==> config.mk <==
export PLATFORM = sky130hd
export DESIGN_NAME = adbg_tap
export DESIGN_NICKNAME = d
export VERILOG_FILES = /design/src/rtl/adbg_tap_pkg.sv /design/src/rtl/adbg_tap_fsm.sv /design/src/rtl/adbg_tap.sv
export SDC_FILE = /design/constraint.sdc
export NUM_CORES = 1
export LEC_CHECK = 0
export ABC_CLOCK_PERIOD_IN_PS = 2100
export BUFFER_PORTS_ARGS = -buffer_cell sky130_fd_sc_hd__buf_2
export CORE_ASPECT_RATIO = 0.8
export CORE_MARGIN = 3
export CORE_UTILIZATION = 58
export CTS_CLUSTER_SIZE = 12
export DETAILED_ROUTE_END_ITERATION = 12
export GPL_ROUTABILITY_DRIVEN = 0
export PLACE_DENSITY = 0.78
export SYNTH_ARGS = -nofsm -noshare
export SYNTH_HDL_FRONTEND = slang
export SYNTH_SLANG_ARGS = --single-unit
==> constraint.sdc <==
create_clock -name tck_i -period 2.1 [get_ports tck_i]
set_input_delay 0 -clock tck_i [delete_from_list [all_inputs] [get_ports tck_i]]
set_output_delay 0 -clock tck_i [all_outputs]
set_load 0.02 [all_outputs]
==> src/rtl/adbg_tap_pkg.sv <==
// -----------------------------------------------------------------------------
// adbg_tap_pkg
// Shared definitions for the JTAG TAP controller of the advanced debug
// interface: the 16 TAP FSM states, the instruction opcodes and the default
// instruction register length.
// No ports (package).
// -----------------------------------------------------------------------------
package adbg_tap_pkg;

    localparam int TAP_IR_LEN = 4;

    typedef enum logic [3:0] {
        TAP_TLR        = 4'd0,
        TAP_RTI        = 4'd1,
        TAP_SELECT_DR  = 4'd2,
        TAP_CAPTURE_DR = 4'd3,
        TAP_SHIFT_DR   = 4'd4,
        TAP_EXIT1_DR   = 4'd5,
        TAP_PAUSE_DR   = 4'd6,
        TAP_EXIT2_DR   = 4'd7,
        TAP_UPDATE_DR  = 4'd8,
        TAP_SELECT_IR  = 4'd9,
        TAP_CAPTURE_IR = 4'd10,
        TAP_SHIFT_IR   = 4'd11,
        TAP_EXIT1_IR   = 4'd12,
        TAP_PAUSE_IR   = 4'd13,
        TAP_EXIT2_IR   = 4'd14,
        TAP_UPDATE_IR  = 4'd15
    } tap_state_t;

    localparam logic [3:0] TAP_EXTEST         = 4'b0000;
    localparam logic [3:0] TAP_SAMPLE_PRELOAD = 4'b0001;
    localparam logic [3:0] TAP_IDCODE         = 4'b0010;
    localparam logic [3:0] TAP_DEBUG          = 4'b1000;
    localparam logic [3:0] TAP_MBIST          = 4'b1001;
    localparam logic [3:0] TAP_BYPASS         = 4'b1111;

endpackage

==> src/rtl/adbg_tap_fsm.sv <==
// -----------------------------------------------------------------------------
// adbg_tap_fsm
// IEEE 1149.1 TAP state machine: state register, next-state logic and the
// state decodes used by the TAP registers and the debug top.
// Ports:
//   i_tck, i_rst        JTAG clock (rising edge), TRST (async, active-high)
//   i_tms               test mode select
//   o_tlr               TEST_LOGIC_RESET
//   o_capture_dr/o_shift_dr/o_pause_dr/o_update_dr   DR-side state decodes
//   o_capture_ir/o_shift_ir/o_update_ir              IR-side state decodes
// -----------------------------------------------------------------------------
module adbg_tap_fsm
    import adbg_tap_pkg::*;
(
    input  logic i_tck,
    input  logic i_rst,
    input  logic i_tms,
    output logic o_tlr,
    output logic o_capture_dr,
    output logic o_shift_dr,
    output logic o_pause_dr,
    output logic o_update_dr,
    output logic o_capture_ir,
    output logic o_shift_ir,
    output logic o_update_ir
);

    tap_state_t r_state;
    tap_state_t w_next;

    always_ff @(posedge i_tck or posedge i_rst) begin
        if (i_rst) r_state <= TAP_TLR;
        else       r_state <= w_next;
    end

    // Decodes depend on r_state only, so they are stable for a whole TCK period.
    always_comb begin
        w_next       = r_state;
        o_tlr        = 1'b0;
        o_capture_dr = 1'b0;
        o_shift_dr   = 1'b0;
        o_pause_dr   = 1'b0;
        o_update_dr  = 1'b0;
        o_capture_ir = 1'b0;
        o_shift_ir   = 1'b0;
        o_update_ir  = 1'b0;
        unique case (r_state)
            TAP_TLR: begin
                o_tlr  = 1'b1;
                w_next = i_tms ? TAP_TLR : TAP_RTI;
            end
            TAP_RTI:        w_next = i_tms ? TAP_SELECT_DR : TAP_RTI;
            TAP_SELECT_DR:  w_next = i_tms ? TAP_SELECT_IR : TAP_CAPTURE_DR;
            TAP_CAPTURE_DR: begin
                o_capture_dr = 1'b1;
                w_next       = i_tms ? TAP_EXIT1_DR : TAP_SHIFT_DR;
            end
            TAP_SHIFT_DR: begin
                o_shift_dr = 1'b1;
                w_next     = i_tms ? TAP_EXIT1_DR : TAP_SHIFT_DR;
            end
            TAP_EXIT1_DR:   w_next = i_tms ? TAP_UPDATE_DR : TAP_PAUSE_DR;
            TAP_PAUSE_DR: begin
                o_pause_dr = 1'b1;
                w_next     = i_tms ? TAP_EXIT2_DR : TAP_PAUSE_DR;
            end
            TAP_EXIT2_DR:   w_next = i_tms ? TAP_UPDATE_DR : TAP_SHIFT_DR;
            TAP_UPDATE_DR: begin
                o_update_dr = 1'b1;
                w_next      = i_tms ? TAP_SELECT_DR : TAP_RTI;
            end
            TAP_SELECT_IR:  w_next = i_tms ? TAP_TLR : TAP_CAPTURE_IR;
            TAP_CAPTURE_IR: begin
                o_capture_ir = 1'b1;
                w_next       = i_tms ? TAP_EXIT1_IR : TAP_SHIFT_IR;
            end
            TAP_SHIFT_IR: begin
                o_shift_ir = 1'b1;
                w_next     = i_tms ? TAP_EXIT1_IR : TAP_SHIFT_IR;
            end
            TAP_EXIT1_IR:   w_next = i_tms ? TAP_UPDATE_IR : TAP_PAUSE_IR;
            TAP_PAUSE_IR:   w_next = i_tms ? TAP_EXIT2_IR : TAP_PAUSE_IR;
            TAP_EXIT2_IR:   w_next = i_tms ? TAP_UPDATE_IR : TAP_SHIFT_IR;
            TAP_UPDATE_IR: begin
                o_update_ir = 1'b1;
                w_next      = i_tms ? TAP_SELECT_DR : TAP_RTI;
            end
        endcase
    end

endmodule

==> src/rtl/adbg_tap.sv <==
// -----------------------------------------------------------------------------
// adbg_tap
// JTAG TAP controller for the advanced debug interface. Holds the instruction
// register, the local IDCODE and BYPASS data registers, decodes the latched
// instruction into chain selects and muxes the serial TDO.
// Ports:
//   tck_i, rst_i       JTAG clock, TRST (async, active-high)
//   tms_i, tdi_i       test mode select, test data in
//   tdo_o, tdo_oe_o    test data out and its enable (falling-edge registered)
//   tlr_o, shift_dr_o, pause_dr_o, update_dr_o, capture_dr_o  state strobes
//   debug_select_o, extest_select_o, sample_preload_select_o, mbist_select_o
//                      latched-instruction decodes
//   debug_tdo_i, bs_chain_tdo_i, mbist_tdo_i   serial outputs of external chains
// -----------------------------------------------------------------------------
module adbg_tap
    import adbg_tap_pkg::*;
#(
    parameter int          IR_LEN       = TAP_IR_LEN,
    parameter logic [31:0] IDCODE_VALUE = 32'h149511c3
) (
    input  logic tck_i,
    input  logic rst_i,
    input  logic tms_i,
    input  logic tdi_i,
    output logic tdo_o,
    output logic tdo_oe_o,
    output logic tlr_o,
    output logic shift_dr_o,
    output logic pause_dr_o,
    output logic update_dr_o,
    output logic capture_dr_o,
    output logic debug_select_o,
    output logic extest_select_o,
    output logic sample_preload_select_o,
    output logic mbist_select_o,
    input  logic debug_tdo_i,
    input  logic bs_chain_tdo_i,
    input  logic mbist_tdo_i
);

    localparam logic [IR_LEN-1:0] IR_EXTEST  = IR_LEN'(TAP_EXTEST);
    localparam logic [IR_LEN-1:0] IR_SAMPLE  = IR_LEN'(TAP_SAMPLE_PRELOAD);
    localparam logic [IR_LEN-1:0] IR_IDCODE  = IR_LEN'(TAP_IDCODE);
    localparam logic [IR_LEN-1:0] IR_DEBUG   = IR_LEN'(TAP_DEBUG);
    localparam logic [IR_LEN-1:0] IR_MBIST   = IR_LEN'(TAP_MBIST);
    localparam logic [IR_LEN-1:0] IR_CAPTURE = IR_LEN'(2'b01);

    logic              w_capture_ir;
    logic              w_shift_ir;
    logic              w_update_ir;
    logic              w_idcode_select;
    logic              w_tdo_mux;
    logic              w_shifting;

    logic [IR_LEN-1:0] r_ir_shift;
    logic [IR_LEN-1:0] r_ir_latched;
    logic [31:0]       r_idcode;
    logic              r_bypass;
    logic              r_tdo;
    logic              r_tdo_oe;

    adbg_tap_fsm u_fsm (
        .i_tck        (tck_i),
        .i_rst        (rst_i),
        .i_tms        (tms_i),
        .o_tlr        (tlr_o),
        .o_capture_dr (capture_dr_o),
        .o_shift_dr   (shift_dr_o),
        .o_pause_dr   (pause_dr_o),
        .o_update_dr  (update_dr_o),
        .o_capture_ir (w_capture_ir),
        .o_shift_ir   (w_shift_ir),
        .o_update_ir  (w_update_ir)
    );

    // IR shift register: capture pattern ends in 01 so a board-level scan can
    // locate IR boundaries.
    always_ff @(posedge tck_i or posedge rst_i) begin
        if (rst_i)             r_ir_shift <= '0;
        else if (w_capture_ir) r_ir_shift <= IR_CAPTURE;
        else if (w_shift_ir)   r_ir_shift <= {tdi_i, r_ir_shift[IR_LEN-1:1]};
    end

    // Latched IR returns to IDCODE whenever the TAP sits in TEST_LOGIC_RESET.
    always_ff @(posedge tck_i or posedge rst_i) begin
        if (rst_i)            r_ir_latched <= IR_IDCODE;
        else if (tlr_o)       r_ir_latched <= IR_IDCODE;
        else if (w_update_ir) r_ir_latched <= r_ir_shift;
    end

    assign w_idcode_select         = (r_ir_latched == IR_IDCODE);
    assign debug_select_o          = (r_ir_latched == IR_DEBUG);
    assign extest_select_o         = (r_ir_latched == IR_EXTEST);
    assign sample_preload_select_o = (r_ir_latched == IR_SAMPLE);
    assign mbist_select_o          = (r_ir_latched == IR_MBIST);

    always_ff @(posedge tck_i or posedge rst_i) begin
        if (rst_i)                                  r_idcode <= IDCODE_VALUE;
        else if (capture_dr_o && w_idcode_select)   r_idcode <= IDCODE_VALUE;
        else if (shift_dr_o)                        r_idcode <= {tdi_i, r_idcode[31:1]};
    end

    always_ff @(posedge tck_i or posedge rst_i) begin
        if (rst_i)             r_bypass <= 1'b0;
        else if (capture_dr_o) r_bypass <= 1'b0;
        else if (shift_dr_o)   r_bypass <= tdi_i;
    end

    // Unlisted opcodes fall through to the bypass bit.
    always_comb begin
        w_tdo_mux = 1'b0;
        if (w_shift_ir) begin
            w_tdo_mux = r_ir_shift[0];
        end else if (shift_dr_o) begin
            if (w_idcode_select)                              w_tdo_mux = r_idcode[0];
            else if (debug_select_o)                          w_tdo_mux = debug_tdo_i;
            else if (extest_select_o || sample_preload_select_o) w_tdo_mux = bs_chain_tdo_i;
            else if (mbist_select_o)                          w_tdo_mux = mbist_tdo_i;
            else                                              w_tdo_mux = r_bypass;
        end
    end

    assign w_shifting = w_shift_ir | shift_dr_o;

    // Falling-edge launch gives the receiver half a period of setup to the
    // next rising edge.
    always_ff @(negedge tck_i or posedge rst_i) begin
        if (rst_i) begin
            r_tdo    <= 1'b0;
            r_tdo_oe <= 1'b0;
        end else begin
            r_tdo    <= w_shifting ? w_tdo_mux : 1'b0;
            r_tdo_oe <= w_shifting;
        end
    end

    assign tdo_o    = r_tdo;
    assign tdo_oe_o = r_tdo_oe;

endmodule
==> summary.json <==
{
  "status": {
    "outcome": "finished, violations left",
    "failing_checks": "negative setup slack"
  },
  "sta": {
    "holdWs_ns": 0.0526,
    "worst_slack_ns": -0.204,
    "setup_viol": 1,
    "grt_setup_unrepaired": "true",
    "finalHoldViolations": 0,
    "relSlewSlack_pct": 66.0,
    "report.final.slew_viol_count": 0,
    "tightest_slew_ns": 0.509,
    "worst_clock_skew_ns": 0.0106,
    "fin_tns_setup_ns": -0.204
  },
  "power": {
    "ir_drop_mv": 0.966,
    "finalPower_mw": 3.68,
    "power_density_of_the_placed_cells_nw_per_um2": 1450,
    "power.leakage_nw": 1.19
  },
  "yosys": {
    "synth_warnings": 0,
    "synth_common_cells": "sky130_fd_sc_hd__nand2_1, sky130_fd_sc_hd__dfrtp_1, sky130_fd_sc_hd__a21oi_1",
    "yosys-top-cells-area": "sky130_fd_sc_hd__dfrtp_1, sky130_fd_sc_hd__dfstp_2, sky130_fd_sc_hd__nand2_1",
    "syn-cell-area_um2": 2190,
    "synth_area_leader_cell": "sky130_fd_sc_hd__dfrtp_1",
    "yosys.cell_types.count": 36,
    "synthFlopType": "sky130_fd_sc_hd__dfrtp_1",
    "most_numerous_cell_in_the_yosys_netlist": "sky130_fd_sc_hd__nand2_1",
    "ff_latch_count_synth": 47,
    "synthArstFlopShare_pct": 100,
    "synth-edff-count": 0,
    "synth.yosys.seq_area_share_pct": 54.5,
    "synth.top_cell.area_share_pct": 36.6,
    "postSynthCellCount": 252,
    "synth.net_count": 259,
    "syn-mean-instance-area_um2": 8.68
  },
  "setup_path": {
    "cp_top_family": "flip-flops",
    "cp_data_arrival_time_ns": 1.40,
    "crit_path_max_fanout": 4,
    "critical_setup_path_kind": "reg -> reg",
    "critical_path_buf_inv_count": 0,
    "cp_cell_sequence": "nand3b_1 -> o21ai_1 -> a221oi_2 -> o22ai_1",
    "critPathLaunchType": "flip-flop",
    "worstPathRequired_ns": 1.20,
    "worst_path_largest_cell_delay_ns": 0.57,
    "setup.worst_path.end_class": "flip-flop",
    "crit_path_top_delay_cell": "sky130_fd_sc_hd__dfstp_2"
  },
  "clock_tree": {
    "cts_htree_levels": 2,
    "clock_latency_ns": 0.30,
    "clock_path_buffers": 2,
    "clkSinkCount": 47,
    "cts_root_buffer": "sky130_fd_sc_hd__clkbuf_8",
    "cts_inserted_buffers": 5,
    "cts_tree": "done",
    "cts.reportedPaths.clkPinSlew_ns": 0.09
  },
  "die": {
    "core_box_area_um2": 3520,
    "die_area_um2": 4550,
    "core.rowCount": 19,
    "floorplan.io_pins": 18,
    "floorplan.initialDensity_pct": 62.2,
    "die_y_um": 60.9,
    "die_w_um": 74.7
  },
  "grt": {
    "via_count_of_the_first_global_routing_pass": 1590,
    "grt_use_total_pct": 21.0,
    "wire_length_of_the_first_global_routing_pass_mm": 7.20,
    "grt_start_max_net_pins": 41,
    "grt_antenna_before_repair": 0,
    "remaining_global_route_overflow": 0
  },
  "routing": {
    "drtAntennaViolNets": 0,
    "detailedRoute.firstIterationViolations": 147,
    "routed-via-count": 1773,
    "vias_cell": 5.51,
    "post_dr_wirelength_cell_um": 13.3,
    "route.detailed.drc": 0,
    "route.final.wire_length_mm": 4.29,
    "drt_first_pass_iters": 4
  },
  "layout": {
    "antenna_cells": 0,
    "post-route-util_pct": 72.3,
    "post-route-cell-area_um2": 2540,
    "final_nets": 286,
    "area.growth.synth_to_final_pct": 16.4,
    "n_fill_cell": 276,
    "layout-drive-gt1-share_pct": 25.4
  },
  "placement": {
    "half_perimeter_wire_length_after_detailed_placement_mm": 2.83,
    "portBuffers": 17,
    "post_dp_cell_area_um2": 2390
  },
  "hold_path": {
    "worst_hold_path_type": "in -> reg"
  },
  "run": {
    "max_cap_viol_count": 0
  }
}
[timing repair]
item                                   in CTS  in global routing
pin swaps                                   1                  0
setup buffers                               0                  0
endpoints found under the hold margin      35                  0
setup endpoints to repair                   1                  2
hold buffers                                2                  0
resized for setup                           1                  4
[layer usage]
metal | global-route usage (%) | vias to the layer above | wire, µm
met4 | 7.61 | 0 | 56
met5 | 0 | - | 0
met2 | 32.3 | 24 | 1880
li1 | - | 895 | -
met1 | 29.1 | 848 | 2200
met3 | 5.46 | 6 | 156
[final cells by class]
cell class	count	area [µm²]	area share (%)
tap	42	52.6	2.06
multi-input combinational	177	872	34.3
inverter	5	23.8	0.934
timing repair buffer	43	285	11.2
sequential	47	1190	46.9
clock buffer	6	82.6	3.24
clock inverter	2	35.0	1.38
[kinds of logic after synthesis]
kind of cell    share of synthesized area, %
compound gates                          13.7
flops                                   54.5
simple gates                            24.4
buf+inv                                 6.58
xor+xnor                               0.401
mux                                    0.458
[registers in the layout, indices dropped and copies added (netlist names)]
name and cells:
r_ir_shift 4, tdo_oe_o 1, r_idcode 32, r_ir_latched 4
r_bypass 1, tdo_o 1, u_fsm.r_state 4
[worst paths after layout]
| path | depth (start not counted) | from | end | slack [ns] |
|---|---|---|---|---|
| worst max-delay path | 4 | r_ir_latched[1]$_DFFE_PP1P_ | tdo_o$_DFF_NP0_ | -0.20 |
| worst min-delay path | 2 | tms_i | u_fsm.r_state[2]$_DFF_PP0_ | 0.05 |
| worst max register to register | 4 | r_ir_latched[1]$_DFFE_PP1P_ | tdo_o$_DFF_NP0_ | -0.20 |
| worst min register to register | 2 | r_idcode[0]$_DFFE_PP1P_ | r_idcode[0]$_DFFE_PP1P_ | 0.49 |
| max in group asynchronous | 3 | rst_i | tdo_oe_o$_DFF_NP0_ | 0.84 |
| min in group asynchronous | 3 | rst_i | r_ir_shift[2]$_DFFE_PP0N_ | 0.12 |
[layout by cell type, fill, tap and decap left out, drive strengths merged, types with 2 or more instances in the layout]
cell and instances:
nand2 82, buf 41, dfrtp 32, a21oi 28, nand3 14, dfstp 13
o21ai 10, nor2 7, o22ai 6, clkbuf 6, inv 4, nor3 4
or3 3, nand2b 3, and3 2, a31oi 2, o211ai 2, nor4 2
nor4b 2, dlygate4sd3 2, dfrtn 2, clkinv 2
[stage by stage]
step	worst slack (ns)	cells
floorplan	-0.281	252
global placement	-0.174	312
detailed placement	-0.261	312
CTS	-0.202	322
global route	-0.257	322
finish	-0.204	322
[where the power goes]
group | total (mW) | switching [mW] | internal (mW)
logic | 1.45 | 0.862 | 0.591
registers | 1.55 | 0.200 | 1.35
clock network | 0.682 | 0.296 | 0.385
total | 3.68 | 1.36 | 2.32
Note: power is estimated with default switching activity, not from simulation.
